File: src/rtl/lcd_controller.sv
// lcd_controller: HD44780-style character LCD write sequencer.
// Runs the power-up init on its own, then sends one command or data
// byte per valid/ready handshake with setup, EN pulse, hold and wait.
// Ports:
//   clk, rst (async, active-low)
//   req_valid, req_rs, req_data[7:0] : request in
//   req_ready, busy, init_done       : status out
//   LCD_DATA[7:0], LCD_RS, LCD_RW, LCD_EN : LCD pins (all registered)
module lcd_controller #(
   parameter int SETUP_CYC      = 2,
   parameter int EN_HIGH_CYC    = 12,
   parameter int HOLD_CYC       = 2,
   parameter int CMD_WAIT_CYC   = 2000,
   parameter int CLEAR_WAIT_CYC = 82000,
   parameter int POWERUP_CYC    = 750000
) (
   input  logic       clk,
   input  logic       rst,
   input  logic       req_valid,
   input  logic       req_rs,
   input  logic [7:0] req_data,
   output logic       req_ready,
   output logic       busy,
   output logic       init_done,
   output logic [7:0] LCD_DATA,
   output logic       LCD_RS,
   output logic       LCD_RW,
   output logic       LCD_EN
);

   localparam logic [2:0] S_PWRUP = 3'd0;
   localparam logic [2:0] S_IDLE  = 3'd1;
   localparam logic [2:0] S_SETUP = 3'd2;
   localparam logic [2:0] S_PULSE = 3'd3;
   localparam logic [2:0] S_HOLD  = 3'd4;
   localparam logic [2:0] S_WAIT  = 3'd5;

   // Terminal counts: a phase of length L occupies counts 0..L-1.
   localparam logic [19:0] L_PWR   = 20'(POWERUP_CYC - 1);
   localparam logic [19:0] L_SETUP = 20'(SETUP_CYC - 1);
   localparam logic [19:0] L_PULSE = 20'(EN_HIGH_CYC - 1);
   localparam logic [19:0] L_HOLD  = 20'(HOLD_CYC - 1);
   localparam logic [19:0] L_CMD   = 20'(CMD_WAIT_CYC - 1);
   localparam logic [19:0] L_CLR   = 20'(CLEAR_WAIT_CYC - 1);

   logic [2:0]  r_state;
   logic [19:0] r_cnt;
   logic [1:0]  r_idx;
   logic        r_ready;
   logic        r_init_done;
   logic        r_en;
   logic        r_rs;
   logic [7:0]  r_data;

   logic        w_clear;
   logic [19:0] w_wait_last;
   logic [1:0]  w_idx_nxt;

   function automatic logic [7:0] init_rom(input logic [1:0] i);
      unique case (i)
         2'd0:    init_rom = 8'h38;
         2'd1:    init_rom = 8'h0C;
         2'd2:    init_rom = 8'h01;
         default: init_rom = 8'h06;
      endcase
   endfunction

   // Clear display and return home need the long execution wait.
   assign w_clear     = !r_rs &&
                        (r_data == 8'h01 || r_data == 8'h02 ||
                         r_data == 8'h03);
   assign w_wait_last = w_clear ? L_CLR : L_CMD;
   assign w_idx_nxt   = r_idx + 2'd1;

   // Loading an init ROM entry happens on the edge that leaves PWRUP
   // or WAIT, so the next byte's SETUP follows with no extra cycle.
   always_ff @(posedge clk or negedge rst) begin
      if (!rst) begin
         r_state     <= S_PWRUP;
         r_cnt       <= 20'd0;
         r_idx       <= 2'd0;
         r_ready     <= 1'b0;
         r_init_done <= 1'b0;
         r_en        <= 1'b0;
         r_rs        <= 1'b0;
         r_data      <= 8'h00;
      end else begin
         r_cnt <= r_cnt + 20'd1;
         unique case (r_state)
            S_PWRUP: begin
               if (r_cnt == L_PWR) begin
                  r_cnt   <= 20'd0;
                  r_idx   <= 2'd0;
                  r_rs    <= 1'b0;
                  r_data  <= init_rom(2'd0);
                  r_state <= S_SETUP;
               end
            end
            S_IDLE: begin
               r_cnt <= 20'd0;
               if (req_valid) begin
                  r_rs    <= req_rs;
                  r_data  <= req_data;
                  r_ready <= 1'b0;
                  r_state <= S_SETUP;
               end
            end
            S_SETUP: begin
               if (r_cnt == L_SETUP) begin
                  r_cnt   <= 20'd0;
                  r_en    <= 1'b1;
                  r_state <= S_PULSE;
               end
            end
            S_PULSE: begin
               if (r_cnt == L_PULSE) begin
                  r_cnt   <= 20'd0;
                  r_en    <= 1'b0;
                  r_state <= S_HOLD;
               end
            end
            S_HOLD: begin
               if (r_cnt == L_HOLD) begin
                  r_cnt   <= 20'd0;
                  r_state <= S_WAIT;
               end
            end
            S_WAIT: begin
               if (r_cnt == w_wait_last) begin
                  r_cnt <= 20'd0;
                  if (!r_init_done && r_idx != 2'd3) begin
                     r_idx   <= w_idx_nxt;
                     r_rs    <= 1'b0;
                     r_data  <= init_rom(w_idx_nxt);
                     r_state <= S_SETUP;
                  end else begin
                     r_init_done <= 1'b1;
                     r_ready     <= 1'b1;
                     r_state     <= S_IDLE;
                  end
               end
            end
            default: begin
               r_cnt   <= 20'd0;
               r_en    <= 1'b0;
               r_state <= S_PWRUP;
            end
         endcase
      end
   end

   assign req_ready = r_ready;
   assign busy      = ~r_ready;
   assign init_done = r_init_done;
   assign LCD_DATA  = r_data;
   assign LCD_RS    = r_rs;
   assign LCD_RW    = 1'b0;
   assign LCD_EN    = r_en;

endmodule
File: config.mk
export PLATFORM = sky130hd
export DESIGN_NAME = lcd_controller
export DESIGN_NICKNAME = d
export VERILOG_FILES = /design/src/rtl/lcd_controller.sv
export SDC_FILE = /design/constraint.sdc
export NUM_CORES = 1
export LEC_CHECK = 0
export ABC_AREA = 1
export BUFFER_PORTS_ARGS = -buffer_cell sky130_fd_sc_hd__buf_2
export CAP_MARGIN = 30
export CORE_MARGIN = 2
export CORE_UTILIZATION = 27
export CTS_BUF_LIST = sky130_fd_sc_hd__clkbuf_8
export DETAILED_ROUTE_END_ITERATION = 8
export PLACE_DENSITY = 0.39
export SLEW_MARGIN = 10
export SYNTH_ARGS = -nofsm -noshare
export SYNTH_HDL_FRONTEND = slang
export SYNTH_SLANG_ARGS = --single-unit
File: constraint.sdc
create_clock -name clk -period 4.6 [get_ports clk]
set_input_delay 0 -clock clk [delete_from_list [all_inputs] [get_ports clk]]
set_output_delay 0 -clock clk [all_outputs]
set_load 0.02 [all_outputs]
Word-level counts from Yosys, hierarchy flattened

Index checks and enable logic that the tools add are counted.

Output and inout port bits: 14
Input bits: 12
Word-level logic and storage cells: 91
Register bits: 37

Mux-type cells: 36
Bitwise operators: 3
$add $sub $neg: 2
Equal/unequal tests: 23
Reductions and logical operators: 19

Operators with widths:

| operator                                                               | number |
|---|---|
| 20-bit two-way mux                                                     | 4 |
| 20-bit case mux with 4 select lines                                    | 1 |
| 8-bit two-way mux                                                      | 4 |
| 8-bit case mux with 3 select lines                                     | 1 |
| 20-bit by 1-bit adder with 20-bit output, second input constant        | 1 |
| 20-bit by 1-bit equality test with 1-bit output, second input constant | 1 |
| 20-bit by 17-bit equality test with 1-bit output                       | 1 |
| 20-bit equality test, second input constant                            | 1 |
| 20-bit by 4-bit equality test with 1-bit output, second input constant | 1 |
| 3-bit two-way mux                                                      | 6 |
| 2-bit inequality test, second input constant                           | 9 |
| 3-bit case mux with 6 select lines                                     | 1 |
| 6-bit case mux with 3 select lines                                     | 1 |
| 17-bit two-way mux                                                     | 1 |
| 8-bit by 2-bit equality test with 1-bit output, second input constant  | 2 |
| 1-bit two-way mux                                                      | 9 |
| 8-bit by 1-bit equality test with 1-bit output, second input constant  | 1 |
| 2-bit two-way mux                                                      | 4 |
| 4-bit AND reduction                                                    | 2 |
| 3-bit by 2-bit equality test with 1-bit output, second input constant  | 2 |
| 3-bit equality test, second input constant                             | 2 |
| 1-bit case mux with 3 select lines                                     | 2 |
| 3-bit AND reduction                                                    | 2 |
| 6-bit AND reduction                                                    | 1 |
| other kinds (17)                                                       | 23 |

Logic depth before layout (Yosys ltp)

Gate-level depths: netlist of the first run.

Depth in word-level cells: 8
Gate-level depth with buffers: 13
Gate-level depth less buffers: 11

Worst setup path before layout of the first run

Ideal clock, no wire load.

Path kind: flip-flop to flip-flop
Start: register r_cnt[0]
End: register r_cnt[12]
Arrival: 1,586 ps
Clock period less this slack: 1,707 ps
Setup slack: 2,893 ps
Buffers on the path: 2
Setup time: 121 ps
Data required time: 4,479 ps
Stages on the path, launching flop included: 13
Cells stage by stage: dfrtp_1 -> ha_1 -> buf_2 -> nand3_2 -> nor2_1 -> nand3_1 -> nand2_2 -> nand2_2 -> nor2_8 -> nand2_4 -> inv_4 -> buf_6 -> nor2_1

Longest elaborated chain between the ends: 3
Elaborated cells between the ends (all ways): 10
Those cells by class: 1 x add/sub; 4 x eq/ne; 5 x mux

Ends and longest elaborated chain:

| item                                                             | line | RTL |
|---|---|---|
| from (decl)                                                      | 47   | `logic [19:0] r_cnt;` |
| from (signal assigned)                                           | 88   | `r_cnt <= r_cnt + 20'd1;` |
| 20-bit by 1-bit adder with 20-bit output (tied with other cells) | 88   |  |
| 20-bit two-way mux (on tied branches)                            | n/a  |  |
| 20-bit case mux with 4 select lines (*)                          | 89   | `unique case (r_state)` |

Mark *: on every way between the ends. The rest lies on a longest branch, timed or not.
A chain may end at the register's enable or synchronous reset.

Worst setup path after layout of the first run

Start: register r_cnt[0]
End: register r_cnt[15]

Same word-level chain as after synthesis.

==> key figures, run 1 <==
Finish
  • Layout Utilization: 0.3162
  • Area of the multi-input gates: about 1200 sq um
  • Most common cell after layout, fill and taps aside: nand2_1
  • Diodes inserted: 0
  • Final instance area: 2718 sq um
  • Fraction of layout cells with a size suffix above 1: 0.1385
  • Nets: 378
  • Register area: between 900 and 1000 sq um
  • Post-Layout Cell Count: around 470
  • Fill cells: around 1000
  • Most frequent cells in the layout: nand2_1 (97), nor2_1 (66), dfrtp_1 (37)
  • Synth-to-layout area growth: 14.98%

Floorplan
  • Initial Util: 0.2750
  • Die X: 97.56 um
  • Placement row count: 34
  • Die height: approximately 98 um
  • Area of the core: roughly 8600 sq um
  • Ports: 26
  • Die area: between 9000 and 10000 sq um

Placed design
  • Placed cell areas: ~2600 sq um
  • Dpl cells: about 460
  • Gpl congestion: about 0.76
  • Worst slack at placement: 2519 ps
  • Number of port buffers: 24
  • Post-DP HPWL: approximately 4.8 mm

Synthesis
  • Area leader, netlist: dfrtp_1
  • Yosys warnings: 0
  • Synth Net Count: 352
  • Library cells used by synthesis: 36
  • Syn avg cell area: 7.076 sq um
  • Top cells by area, synth: dfrtp_1 (39%), nand2_1 (15%), nor2_1 (10%), nand4_1 (5.0%), inv_1 (4.9%)
  • Synthesized instance count: 334
  • Synth top area share: 0.3917
  • Number of synthesized flops with an enable pin: 0
  • FF+latch count, synth: 37
  • Register area share after synthesis: 0.3917
  • Post-synthesis async set-or-reset flop share: 1.000
  • Mapped Area: around 2400 sq um
  • Ys flop type: dfrtp_1

Critical path
  • CP Data Required Time: 4780 ps
  • Critical Path Sink Type: register
  • Worst path max stage delay: around 400 ps
  • Setup Crit Path Kind: reg -> reg
  • CP Cell Sequence: ha_1 > nand3_2 > nor2_1 > nand3_1 > nand2_2 > nand2_2 > nor2_8 > nand2_4 > inv_4 > nor2_1
  • Worst path depth: 10
  • Crit path DAT: ~2300 ps
  • CP bufs+invs: 1
  • R2r setup slk: around 2500 ps
  • Slowest stage cell, crit path: dfrtp_1
  • CP delay by family, top: simple AND/OR/NAND/NOR gates
  • CP Max Fanout: 17
  • Critical path startpoint category: register
  • R2R cell count: 10

Timing
  • Setup TNS: 0 ps
  • Worst Hold Slack: roughly 66 ps
  • RSZ-0062 raised after global routing: false
  • Final Max Slew Viols: 0
  • Final setup violation count: 0
  • Fin crit share: 0.4497
  • Max Fclk: 0.4835 GHz
  • Worst setup margin: ~2500 ps
  • Worst Skew: around 6.6 ps
  • Hold Vio Cnt, Final: 0
  • Crit path time final: ~2100 ps

CTS
  • Post-CTS Setup Bufs: 0
  • Cts repair resizes: 0
  • CTS clk-pin slew, worst paths: roughly 80 ps
  • Clock Latency Late Sink: ~290 ps
  • CTS Root Cell: clkbuf_8
  • H-tree depth: 2
  • CTS tree: yes
  • Number of CTS-inserted buffers: 5
  • Bufs on Longest Clock Path: 2
  • CTS Sinks: 37
  • Cts hold-fix bufs: 2

Route
  • WL final: approximately 6 mm
  • Via count: 2098
  • DR pass1 iterations: 5
  • Wirelength per Cell: about 13 um
  • Antenna-violating nets left: 0
  • Starting DRC count in detailed routing: about 110
  • Routed vias/inst: approximately 4.5
  • DRC: 0

Global routing
  • First-pass GRT wire length: 10.38 mm
  • Grt total ovfl: 0
  • Vias in the first global route: approximately 2100
  • GRT Util Overall: 0.1358
  • Largest net degree at the start of global routing: 38
  • Antenna violations before repair: 0

Min path
  • HP Class: in -> reg
  • Worst Hold Path Cells: 5

Outcome
  • Run status: complete, no violations

Power and ir drop
  • Total Power: 0.6434 mW
  • Pwr/cell area: around 240 nW/um^2
  • Peak supply drop: ~120 uV
  • Pleak: ~1.4 nW

Job
  • MaxCap Viol Count: 0
## flip-flops by register name, summed over array words and instances (netlist names)
signal and count:
init_done 1, LCD_RS 1, LCD_EN 1, r_cnt 20, req_ready 1, LCD_DATA 8
r_state 3, r_idx 2
## synth_stat cells (4+ instances only)
cell type   n
nor2_1     66
nand2_1    97
nand4_1    19
nor3_1     10
nand3_1    14
ha_1        6
dfrtp_1    37
inv_1      31
xor2_1      4
inv_2       4
o21ai_0     7
## cells by family after synthesis
group / share of synthesized area
AO/OA/AOI/OAI: 0.04606
XOR/XNOR: 0.02594
adder cells (fa/ha/maj): 0.03176
buffers and inverters: 0.08258
flip-flops: 0.3917
other: 0.001587
AND/OR/NAND/NOR: 0.4203
## worst min-delay path, delay by kind of cell
kind,cells,cell delay [ps]
AND/OR/NAND/NOR,3,170
buffers and inverters,2,150
## routing by layer
layer  part of all wire  track usage
met4              0.014      0.03632
met3              0.025      0.02518
met2               0.44       0.2133
met5                  0            0
met1               0.52       0.1921
## power by group
part           total [mW]  leakage, nW  switching, mW  internal [mW]
Sequential          0.325        0.478              0          0.325
Combinational      0.0163        0.872         0.0100        0.00631
Clock               0.302       0.0626          0.127          0.175
Total               0.643         1.41          0.137          0.506
## final timing paths
kind,startpoint,to
max reg2reg,r_cnt[0],r_cnt[15]
min,req_rs,LCD_RS
min reg2reg,init_done,init_done
min in group asynchronous,rst,r_cnt[0]
max,r_cnt[0],r_cnt[15]
max in group asynchronous,rst,LCD_DATA[3]
## final cells by class
| type | count | area share |
|---|---|---|
| multi-input combinational | 253 | 0.4572 |
| inverter | 36 | 0.05064 |
| clock inverter | 2 | 0.01243 |
| sequential | 37 | 0.3407 |
| clock buffer | 6 | 0.03039 |
| tap | 108 | 0.04972 |
| timing repair buffer | 27 | 0.05893 |
(Power assumes the default switching activity.)
==> run 2: changes to the inputs <==
Clock period 4.6 ns to 2.1 ns, I/O delays scaled along.
==> run 2 against run 1 <==
Die area did not move. Clock skew up 2.6 ps. Hold slack better by 2.2 ps. Sequential power grew 120%. Register-to-register slack worse by 2300 ps. Non-clock buffer count rose by 5.
==> key figures, run 2 (synthesis results as in run 1) <==
Route
  • Routed vias/inst: 4.471 (about the same)
  • DR pass1 iterations: 4 (-1)
  • Via count: 2115 (+0.81%)
  • DRC: 0 (unchanged)
  • Wirelength per Cell: 12.79 um (-1.3%)
  • WL final: 6.050 mm (-0.44%)
  • Antenna-violating nets left: 0 (unchanged)
  • Starting DRC count in detailed routing: 52 (-51%)

Critical path
  • R2r setup slk: 230 ps (-2300 ps)
  • R2R cell count: 10 (unchanged)
  • Crit path DAT: 2040 ps (-210 ps)
  • CP Data Required Time: 2280 ps (-2500 ps)
  • CP Max Fanout: 17 (unchanged)
  • Critical path startpoint category: register
  • Critical Path Sink Type: register
  • Setup Crit Path Kind: reg -> reg

Timing
  • Max Fclk: 0.5360 GHz (+11%)
  • RSZ-0062 raised after global routing: false
  • Worst setup margin: 234.3 ps (-2297 ps)
  • Crit path time final: 1866 ps (-202.7 ps)
  • Setup TNS: 0 ps (unchanged)
  • Final Max Slew Viols: 0 (unchanged)
  • Worst Skew: 9.182 ps (+2.599 ps)
  • Final setup violation count: 0 (unchanged)
  • Fin crit share: 0.8885 (+0.4388)
  • Hold Vio Cnt, Final: 0 (unchanged)

Finish
  • Most common cell after layout, fill and taps aside: nand2_1
  • Synth-to-layout area growth: 15.83%
  • Diodes inserted: 0 (unchanged)
  • Layout Utilization: 0.3186 (+0.002330)
  • Max reg flops: 20 (unchanged)
  • Most frequent cells in the layout: nand2_1 (97), nor2_1 (66), dfrtp_1 (37)
  • Post-Layout Cell Count: 473 (+0.85%)
  • Fraction of layout cells with a size suffix above 1: 0.1507 (+0.01218)
  • Biggest register: r_cnt
  • Fill cells: 971 (-2.6%)
  • Nets: 383 (+1.3%)

CTS
  • H-tree depth: 2 (unchanged)
  • Bufs on Longest Clock Path: 2 (unchanged)
  • CTS clk-pin slew, worst paths: 80 ps (about the same)
  • Number of CTS-inserted buffers: 5 (unchanged)
  • CTS Root Cell: clkbuf_8
  • CTS tree: yes
  • CTS Sinks: 37 (unchanged)
  • Clock Latency Late Sink: 290 ps (about the same)

Floorplan
  • Die area: 9518 sq um (unchanged)
  • Initial Util: 0.2750 (unchanged)
  • Ports: 26 (unchanged)
  • Die height: 97.56 um (unchanged)
  • Area of the core: 8593 sq um (unchanged)
  • Placement row count: 34 (unchanged)
  • Die X: 97.56 um (unchanged)

Power and ir drop
  • Peak supply drop: 246.4 uV (+99%)
  • NetSw: 0.2754 mW (+100%)
  • Cell Int Power: 0.9818 mW (+94%)
  • Clock share of power: 0.405 (-0.065)
  • Total Power: 1.257 mW (+95%)
  • Reg power frac: 0.566 (+0.061)
  • Pleak: 1.422 nW (+0.65%)
  • Sw frac: 0.2191 (+0.005649)
  • Pwr/cell area: 459.2 nW/um^2 (+94%)
  • Comb pwr share: 0.028 (+0.003)

Placed design
  • Number of port buffers: 24 (unchanged)
  • Post-DP HPWL: 4.657 mm (-2.2%)
  • Worst slack at placement: 103.0 ps (-2416 ps)
  • Dpl cells: 460 (+0.44%)
  • Gpl congestion: 0.8161 (+7.6%)

Global routing
  • Antenna violations before repair: 0 (unchanged)
  • Largest net degree at the start of global routing: 38 (unchanged)
  • Vias in the first global route: 2102 (+1.1%)
  • First-pass GRT wire length: 10.39 mm (about the same)
  • Grt total ovfl: 0 (unchanged)
  • GRT Util Overall: 0.1353 (-0.0005220)

Job
  • MaxCap Viol Count: 0 (unchanged)

Min path
  • HP Class: in -> async

Outcome
  • Run status: complete, no violations
## run 2: final timing paths
kind | endpoint | from
min in group clk | LCD_RS | req_rs
worst max-delay path | r_cnt[15] | r_cnt[0]
max in group asynchronous | LCD_DATA[2] | rst
worst min register to register | LCD_DATA[1] | LCD_DATA[1]
worst min-delay path | r_cnt[0] | rst
worst max register to register | r_cnt[15] | r_cnt[0]
## run 2: per-layer routing
metal	vias up	part of all wire	track usage
li1	1122	-	-
met1	961	0.51	0.1916
met2	26	0.45	0.2127
met3	6	0.028	0.02590
met4	0	0.011	0.03419
met5	-	0	0
## run 2: final cells by class
type                            count  area, sq um  area share
Inverter                           36        140.1     0.05119
Tap cell                          108        135.1     0.04936
Timing Repair Buffer               32        197.7     0.07221
Multi-Input combinational cell    253         1252      0.4575
Sequential cell                    37        925.9      0.3382
Clock buffer                        6        82.58     0.03016
Clock inverter                      1        3.754    0.001371
## run 2: stage by stage
step                hold WS (ps)  instance area (sq um)
finish                     67.93                   2738
global route               74.60                   2738
detailed placement         193.8                   2576
global placement           176.6                   2576
CTS                        79.91                   2683
floorplan                 -295.6                   2364
## run 2: power by group through the flow
stage / sequential (mW) / combinational, mW / clock, mW
after global placement: 0.726 / 0.0303 / 0
after global routing: 0.712 / 0.0409 / 0.575
after detailed placement: 0.726 / 0.0309 / 0
after floorplan: 0.726 / 0.00411 / 0
after CTS: 0.712 / 0.0336 / 0.552
final: 0.712 / 0.0357 / 0.510
## run 2: repair_timing
| action | in CTS | in global routing |
|---|---|---|
| hold buffers | 2 | 0 |
| setup endpoints to repair | 0 | 30 |
| buffers inserted | 0 | 3 |
| gates resized for setup | 0 | 3 |
| endpoints found under the hold margin | 38 | 0 |
## run 2: critical path, stage by stage, from the launching register on
cell and delay [ps]:
dfrtp_1 400, ha_2 280, nand3_2 130, inv_2 80
nand4_1 60, nor2_1 150, nand3_1 150, nand2_4 200
nand2_4 100, inv_6 140, nor2_1 60
